[src/rtl/if_id_stall_ctrl_if.sv]
// ---------------------------------------------------------------------------
// if_id_stall_ctrl_if
//   Bundles the stall/flush requests, the fetch-side inputs and the ID-side
//   outputs of the IF/ID pipeline register.
//   Modports:
//     slave  - the IF/ID register block (consumes requests, drives ID side)
//     master - the surrounding pipeline (drives requests and fetch side)
//   Signals:
//     stall, flush          hazard / branch-resolution requests
//     if_valid, if_instr,   fetch-stage instruction and PC+2
//     if_pc_plus2
//     pc_write_en, bubble   same-cycle control responses
//     id_instr, id_pc_plus2, id_valid   registered decode-stage contents
//     stall_err             sticky over-long-stall flag
//     stall_cnt             total stall cycles since reset
// ---------------------------------------------------------------------------
interface if_id_stall_ctrl_if #(
  parameter int OPERAND_WIDTH = 16
);
  logic                     stall;
  logic                     flush;
  logic                     if_valid;
  logic [OPERAND_WIDTH-1:0] if_instr;
  logic [OPERAND_WIDTH-1:0] if_pc_plus2;
  logic                     pc_write_en;
  logic [OPERAND_WIDTH-1:0] id_instr;
  logic [OPERAND_WIDTH-1:0] id_pc_plus2;
  logic                     id_valid;
  logic                     bubble;
  logic                     stall_err;
  logic [15:0]              stall_cnt;

  modport slave (
    input  stall, flush, if_valid, if_instr, if_pc_plus2,
    output pc_write_en, id_instr, id_pc_plus2, id_valid, bubble,
           stall_err, stall_cnt
  );

  modport master (
    output stall, flush, if_valid, if_instr, if_pc_plus2,
    input  pc_write_en, id_instr, id_pc_plus2, id_valid, bubble,
           stall_err, stall_cnt
  );
endinterface

[src/rtl/if_id_stall_ctrl.sv]
// ---------------------------------------------------------------------------
// if_id_stall_ctrl
//   IF/ID pipeline register with stall/flush handling for the 5-stage
//   WISC-SP13 pipeline. A stall freezes the PC and the IF/ID latch and
//   injects a bubble into ID/EX; a flush squashes the instruction in IF/ID.
//   A watchdog raises a sticky error when a stall outlasts MAX_STALL cycles.
//
//   Ports:
//     clk    core clock, all state updates on the rising edge
//     rst_n  synchronous active-low reset
//     bus    if_id_stall_ctrl_if.slave (requests, fetch inputs, ID outputs)
//
//   Optional feature macro: IF_ID_STALL_CNT_EN
//     defined   - 16-bit saturating stall-cycle performance counter
//     undefined - stall_cnt tied to zero, no counter flops
// ---------------------------------------------------------------------------
module if_id_stall_ctrl #(
  parameter int                       OPERAND_WIDTH = 16,
  parameter logic [OPERAND_WIDTH-1:0] NOP_INSTR     = 16'h0800,
  parameter int                       MAX_STALL     = 2
) (
  input  logic                 clk,
  input  logic                 rst_n,
  if_id_stall_ctrl_if.slave    bus
);

  localparam logic [2:0] CONSEC_SAT = 3'd7;
  localparam logic [2:0] STALL_LIM  = 3'(MAX_STALL);

  logic [OPERAND_WIDTH-1:0] id_instr_q;
  logic [OPERAND_WIDTH-1:0] id_pc_plus2_q;
  logic                     id_valid_q;
  logic [2:0]               consec_q;
  logic                     stall_err_q;

  // IF/ID latch: priority reset > flush > stall (hold) > normal load.
  // NOTE: sequential state uses non-blocking (<=) so every flop samples
  // pre-edge values regardless of statement order.
  always_ff @(posedge clk) begin
    if (!rst_n) begin
      id_instr_q    <= NOP_INSTR;
      id_pc_plus2_q <= '0;
      id_valid_q    <= 1'b0;
    end else if (bus.flush) begin
      id_instr_q    <= NOP_INSTR;
      id_pc_plus2_q <= '0;
      id_valid_q    <= 1'b0;
    end else if (!bus.stall) begin
      id_instr_q    <= bus.if_instr;
      id_pc_plus2_q <= bus.if_pc_plus2;
      id_valid_q    <= bus.if_valid;
    end
  end

  // Length of the current uninterrupted stall run; a flush ends the run
  // even if the stall request stays high.
  always_ff @(posedge clk) begin
    if (!rst_n) begin
      consec_q <= '0;
    end else if (bus.flush || !bus.stall) begin
      consec_q <= '0;
    end else if (consec_q != CONSEC_SAT) begin
      consec_q <= consec_q + 3'd1;
    end
  end

  // Watchdog: a stall request arriving when the run already spans
  // MAX_STALL edges means the hazard window was exceeded. Sticky until reset.
  always_ff @(posedge clk) begin
    if (!rst_n) begin
      stall_err_q <= 1'b0;
    end else if (bus.stall && (consec_q == STALL_LIM)) begin
      stall_err_q <= 1'b1;
    end
  end

`ifdef IF_ID_STALL_CNT_EN
  logic [15:0] stall_cnt_q;

  // Counts every stalled edge, flushed or not; holds at all-ones.
  always_ff @(posedge clk) begin
    if (!rst_n) begin
      stall_cnt_q <= '0;
    end else if (bus.stall && (stall_cnt_q != 16'hFFFF)) begin
      stall_cnt_q <= stall_cnt_q + 16'd1;
    end
  end

  assign bus.stall_cnt = stall_cnt_q;
`else
  assign bus.stall_cnt = 16'h0000;
`endif

  // A flush must let the PC take the branch target even during a stall.
  assign bus.pc_write_en = bus.flush | ~bus.stall;
  assign bus.bubble      = bus.stall | bus.flush | ~id_valid_q;

  assign bus.id_instr    = id_instr_q;
  assign bus.id_pc_plus2 = id_pc_plus2_q;
  assign bus.id_valid    = id_valid_q;
  assign bus.stall_err   = stall_err_q;

endmodule
[src/flat_wrapper.sv]
// flat-port wrapper written by rule: the top's interface ports become plain ports
module if_id_stall_ctrl_flat 
#(
  parameter int                       OPERAND_WIDTH = 16,
  parameter logic [OPERAND_WIDTH-1:0] NOP_INSTR     = 16'h0800,
  parameter int                       MAX_STALL     = 2
)
  (clk, rst_n, bus_stall, bus_flush, bus_if_valid, bus_if_instr, bus_if_pc_plus2, bus_pc_write_en, bus_id_instr, bus_id_pc_plus2, bus_id_valid, bus_bubble, bus_stall_err, bus_stall_cnt);
  if_id_stall_ctrl_if #(.OPERAND_WIDTH(OPERAND_WIDTH)) bus_i ();
  input  logic clk;
  input  logic rst_n;
  input wire logic [$bits(bus_i.stall)-1:0] bus_stall;
  input wire logic [$bits(bus_i.flush)-1:0] bus_flush;
  input wire logic [$bits(bus_i.if_valid)-1:0] bus_if_valid;
  input wire logic [$bits(bus_i.if_instr)-1:0] bus_if_instr;
  input wire logic [$bits(bus_i.if_pc_plus2)-1:0] bus_if_pc_plus2;
  output wire logic [$bits(bus_i.pc_write_en)-1:0] bus_pc_write_en;
  output wire logic [$bits(bus_i.id_instr)-1:0] bus_id_instr;
  output wire logic [$bits(bus_i.id_pc_plus2)-1:0] bus_id_pc_plus2;
  output wire logic [$bits(bus_i.id_valid)-1:0] bus_id_valid;
  output wire logic [$bits(bus_i.bubble)-1:0] bus_bubble;
  output wire logic [$bits(bus_i.stall_err)-1:0] bus_stall_err;
  output wire logic [$bits(bus_i.stall_cnt)-1:0] bus_stall_cnt;
  assign bus_i.stall = bus_stall;
  assign bus_i.flush = bus_flush;
  assign bus_i.if_valid = bus_if_valid;
  assign bus_i.if_instr = bus_if_instr;
  assign bus_i.if_pc_plus2 = bus_if_pc_plus2;
  assign bus_pc_write_en = bus_i.pc_write_en;
  assign bus_id_instr = bus_i.id_instr;
  assign bus_id_pc_plus2 = bus_i.id_pc_plus2;
  assign bus_id_valid = bus_i.id_valid;
  assign bus_bubble = bus_i.bubble;
  assign bus_stall_err = bus_i.stall_err;
  assign bus_stall_cnt = bus_i.stall_cnt;
  if_id_stall_ctrl #(.OPERAND_WIDTH(OPERAND_WIDTH), .NOP_INSTR(NOP_INSTR), .MAX_STALL(MAX_STALL)) u_core (.clk(clk), .rst_n(rst_n), .bus(bus_i));
endmodule
[config.mk]
export PLATFORM = sky130hd
export DESIGN_NAME = if_id_stall_ctrl_flat
export DESIGN_NICKNAME = d
export VERILOG_FILES = /design/src/rtl/if_id_stall_ctrl_if.sv /design/src/rtl/if_id_stall_ctrl.sv /design/src/flat_wrapper.sv
export SDC_FILE = /design/constraint.sdc
export NUM_CORES = 1
export LEC_CHECK = 0
export ABC_CLOCK_PERIOD_IN_PS = 3400
export CAP_MARGIN = 20
export CORE_MARGIN = 2
export CORE_UTILIZATION = 41
export DETAILED_ROUTE_END_ITERATION = 8
export PLACE_DENSITY = 0.85
export SLEW_MARGIN = 20
export SYNTH_ARGS = -nofsm -noshare
export SYNTH_HDL_FRONTEND = slang
export SYNTH_SLANG_ARGS = --single-unit
[constraint.sdc]
create_clock -name clk -period 3.4 [get_ports clk]
set_input_delay 0.34 -clock clk [delete_from_list [all_inputs] [get_ports clk]]
set_output_delay 0.34 -clock clk [all_outputs]
set_load 0.1 [all_outputs]
==> reports/results.ini <==
[outcome]
outcome=complete, no violations

[timing]
slew_headroom_pct=34.33
fmax_mhz=472.3
rsz0062_at_grt=false
skew_ns=0.0002988
min_period_ns=2.117
drv_slew=0
finalHoldViolCount=0
period_share_pct=62.27
finalSetupTns_ns=0
finalSetupViolations=0
tightest_slew_ns=0.9820

[pwr]
power_density_nw_per_um2=469.5
p_leak_uw=0.0009980
peakVddDrop_mv=0.2910

[worst_setup_path]
cp-end-kind=output pin
reg2regPathDepth=4
path_class=flip-flop to output pin
cp_top_family=buffers and inverters
cp-start-kind=flip-flop
crit_end=bus_id_valid
max_stage_delay_ns=1.15
rr_endpoint=u_core.consec_q[1]
worstReg2RegStart=u_core.consec_q[0]
worstPathRequired_ns=3.06
path_cells=clkdlybuf4s50_1
crit_cells=1
r2r_slack_ns=2.12
cpMaxStageDelayCell=clkdlybuf4s50_1
crit_buf_inv=1
cp.arrival_ns=1.78
crit_fanout=3
cp-startpoint=u_core.bus.id_valid

[placement]
port_buffers=72
routabilityCongestion=0.6962
placed_area_um2=2183
hpwl_um=2179

[route]
drtIter0Drc=30
met3_length_um=274
avgRoutedWirePerCell_um=10.93
met2_length_um=1388
drtPass1Iterations=4
vias=1133
drtAntennaViolNets=0
wl_met1_um=1238
wirelength_um=2918
top_layer=met4
viasPerCell=4.243
drc=0

[cells_and_area]
drive_gt1_share_pct=6.849
n_antenna_cell=0
area_delta_synth_final_pct=46.55
fillCellCount=335
ff_latch_area_um2=740.7
finalInstanceArea_um2=2285
multi_input_area_um2=653.1
nets=258

[clocking]
clkSinkCount=37
cts_inserted_buffers=5
cts_setup_buffers=0
cts_resized=0
clk_latency_ns=0.27
path_clk_slew_ns=0.07
cts_buffer_depth=2
htree_levels=2
cts_hold_buf=0
cts_tree=built
cts_root_buf=clkbuf_8

[yosys]
synth_top_family_by_area=multiplexers
netlist_area_um2=1559
ys_types=19
synthCells=146
ys_ff_latch=37
syn_avg_cell_area_um2=10.68
yosys.area_share.xor_xnor_pct=0.5618
synth-seq-area-share_pct=47.51
synth_top_area_cell=dfxtp_1
ys_warn_count=0
ys_top_cells_by_area=dfxtp_1 48%, mux2i_1 21%, nor2_1 8.2%, buf_4 7.7%, buf_6 4.3%
ys_async_sr_fraction_pct=0
synthAdderAreaFrac_pct=2.408
synth-main-ff-cell=dfxtp_1
synth_common_cells=37 x dfxtp_1, 34 x nor2_1, 33 x mux2i_1
yosysMostFrequentCell=dfxtp_1
synthSimpleGateAreaFrac_pct=13.00
post-synth-top-area-fraction_pct=47.51
synth_enable_flop_cells=0
muxShareOfSynthArea_pct=21.19
synth_compound_area_share_pct=0.8828

[hold_path]
holdPathStages=2
hold_path_class=flip-flop to flip-flop

[floorplan]
core_area_um2=3661
io_pins=89
die_w_um=65.67
die_area_um2=4312
placementRows=22
die_y_um=65.67
initial_core_util_pct=42.58

[run]
maxCapViolCount=0

[global_routing]
grt_max_degree=28
grt_pass1_wl_um=4726
grt_overflow_total=0
grt_pass1_vias=1098
grtUsageTotal_pct=14.23
antenna_found_initial=0

cell families after synthesis:
kind of cell / Yosys count
other: 1
AND/OR/NAND/NOR: 44
flip-flops: 37
multiplexers: 33
XOR/XNOR: 1
AO/OA/AOI/OAI: 2
adder cells (fa/ha/maj): 3
buffers and inverters: 25
cells in the final DEF, fill, tap and decap left out, types with 2 or more instances in the layout:
cell type	Yosys	layout
conb_1	1	16
mux2i_1	33	33
clkdlybuf4s50_1	0	69
ha_1	3	3
nand2_1	3	3
nand2b_1	2	2
nor2_1	34	34
buf_4	16	4
clkbuf_8	0	7
dfxtp_1	37	37
power by group:
part           switching [uW]  total (uW)  internal [uW]
registers                6.92         454            447
logic                     214         294           79.9
clock network             142         325            183
flip-flops by register name, summed over array words and instances (netlist names):
name	cells
u_core.bus.id_instr	16
u_core.bus.id_pc_plus2	16
u_core.bus.id_valid	1
u_core.bus.stall_err	1
u_core.consec_q	3
routing by layer:
metal,up-vias,track usage (%)
li1,585,-
met1,496,15.60
met2,50,24.62
met3,2,4.966
met4,0,6.250
met5,-,0
metrics by stage:
stage / total power, uW / hold WS [ns] / setup WS (ns) / util (%) / std cells
2_1_floorplan: 707.3 / 0.4510 / 1.302 / - / 161
3_3_place_gp: 757.8 / 0.4307 / 1.507 / 59.64 / 259
3_5_place_dp: 758.9 / 0.4378 / 1.471 / 59.64 / 259
4_1_cts: 1089 / 0.4495 / 1.266 / 62.41 / 267
5_1_grt: 1120 / 0.4805 / 1.213 / 62.41 / 267
6_report: 1073 / 0.4439 / 1.283 / 62.41 / 267
layout make-up:
class	instances	area share, %
Sequential cell	37	32.42
Clock buffer	7	4.217
Multi-Input combinational cell	99	28.59
Inverter	1	0.1643
Clock inverter	1	0.2191
Timing Repair Buffer	74	31.76
Tap cell	48	2.629
worst min path at each step:
stage               slack [ns]                   end            startpoint
floorplan                 0.45  u_core.bus.stall_err                 rst_n
global placement          0.43  u_core.bus.stall_err  u_core.bus.stall_err
detailed placement        0.44  u_core.bus.stall_err  u_core.bus.stall_err
CTS                       0.45  u_core.bus.stall_err  u_core.bus.stall_err
global route              0.48  u_core.bus.stall_err  u_core.bus.stall_err
finish                    0.44  u_core.bus.stall_err  u_core.bus.stall_err
Power figures use the tool's default switching activity.
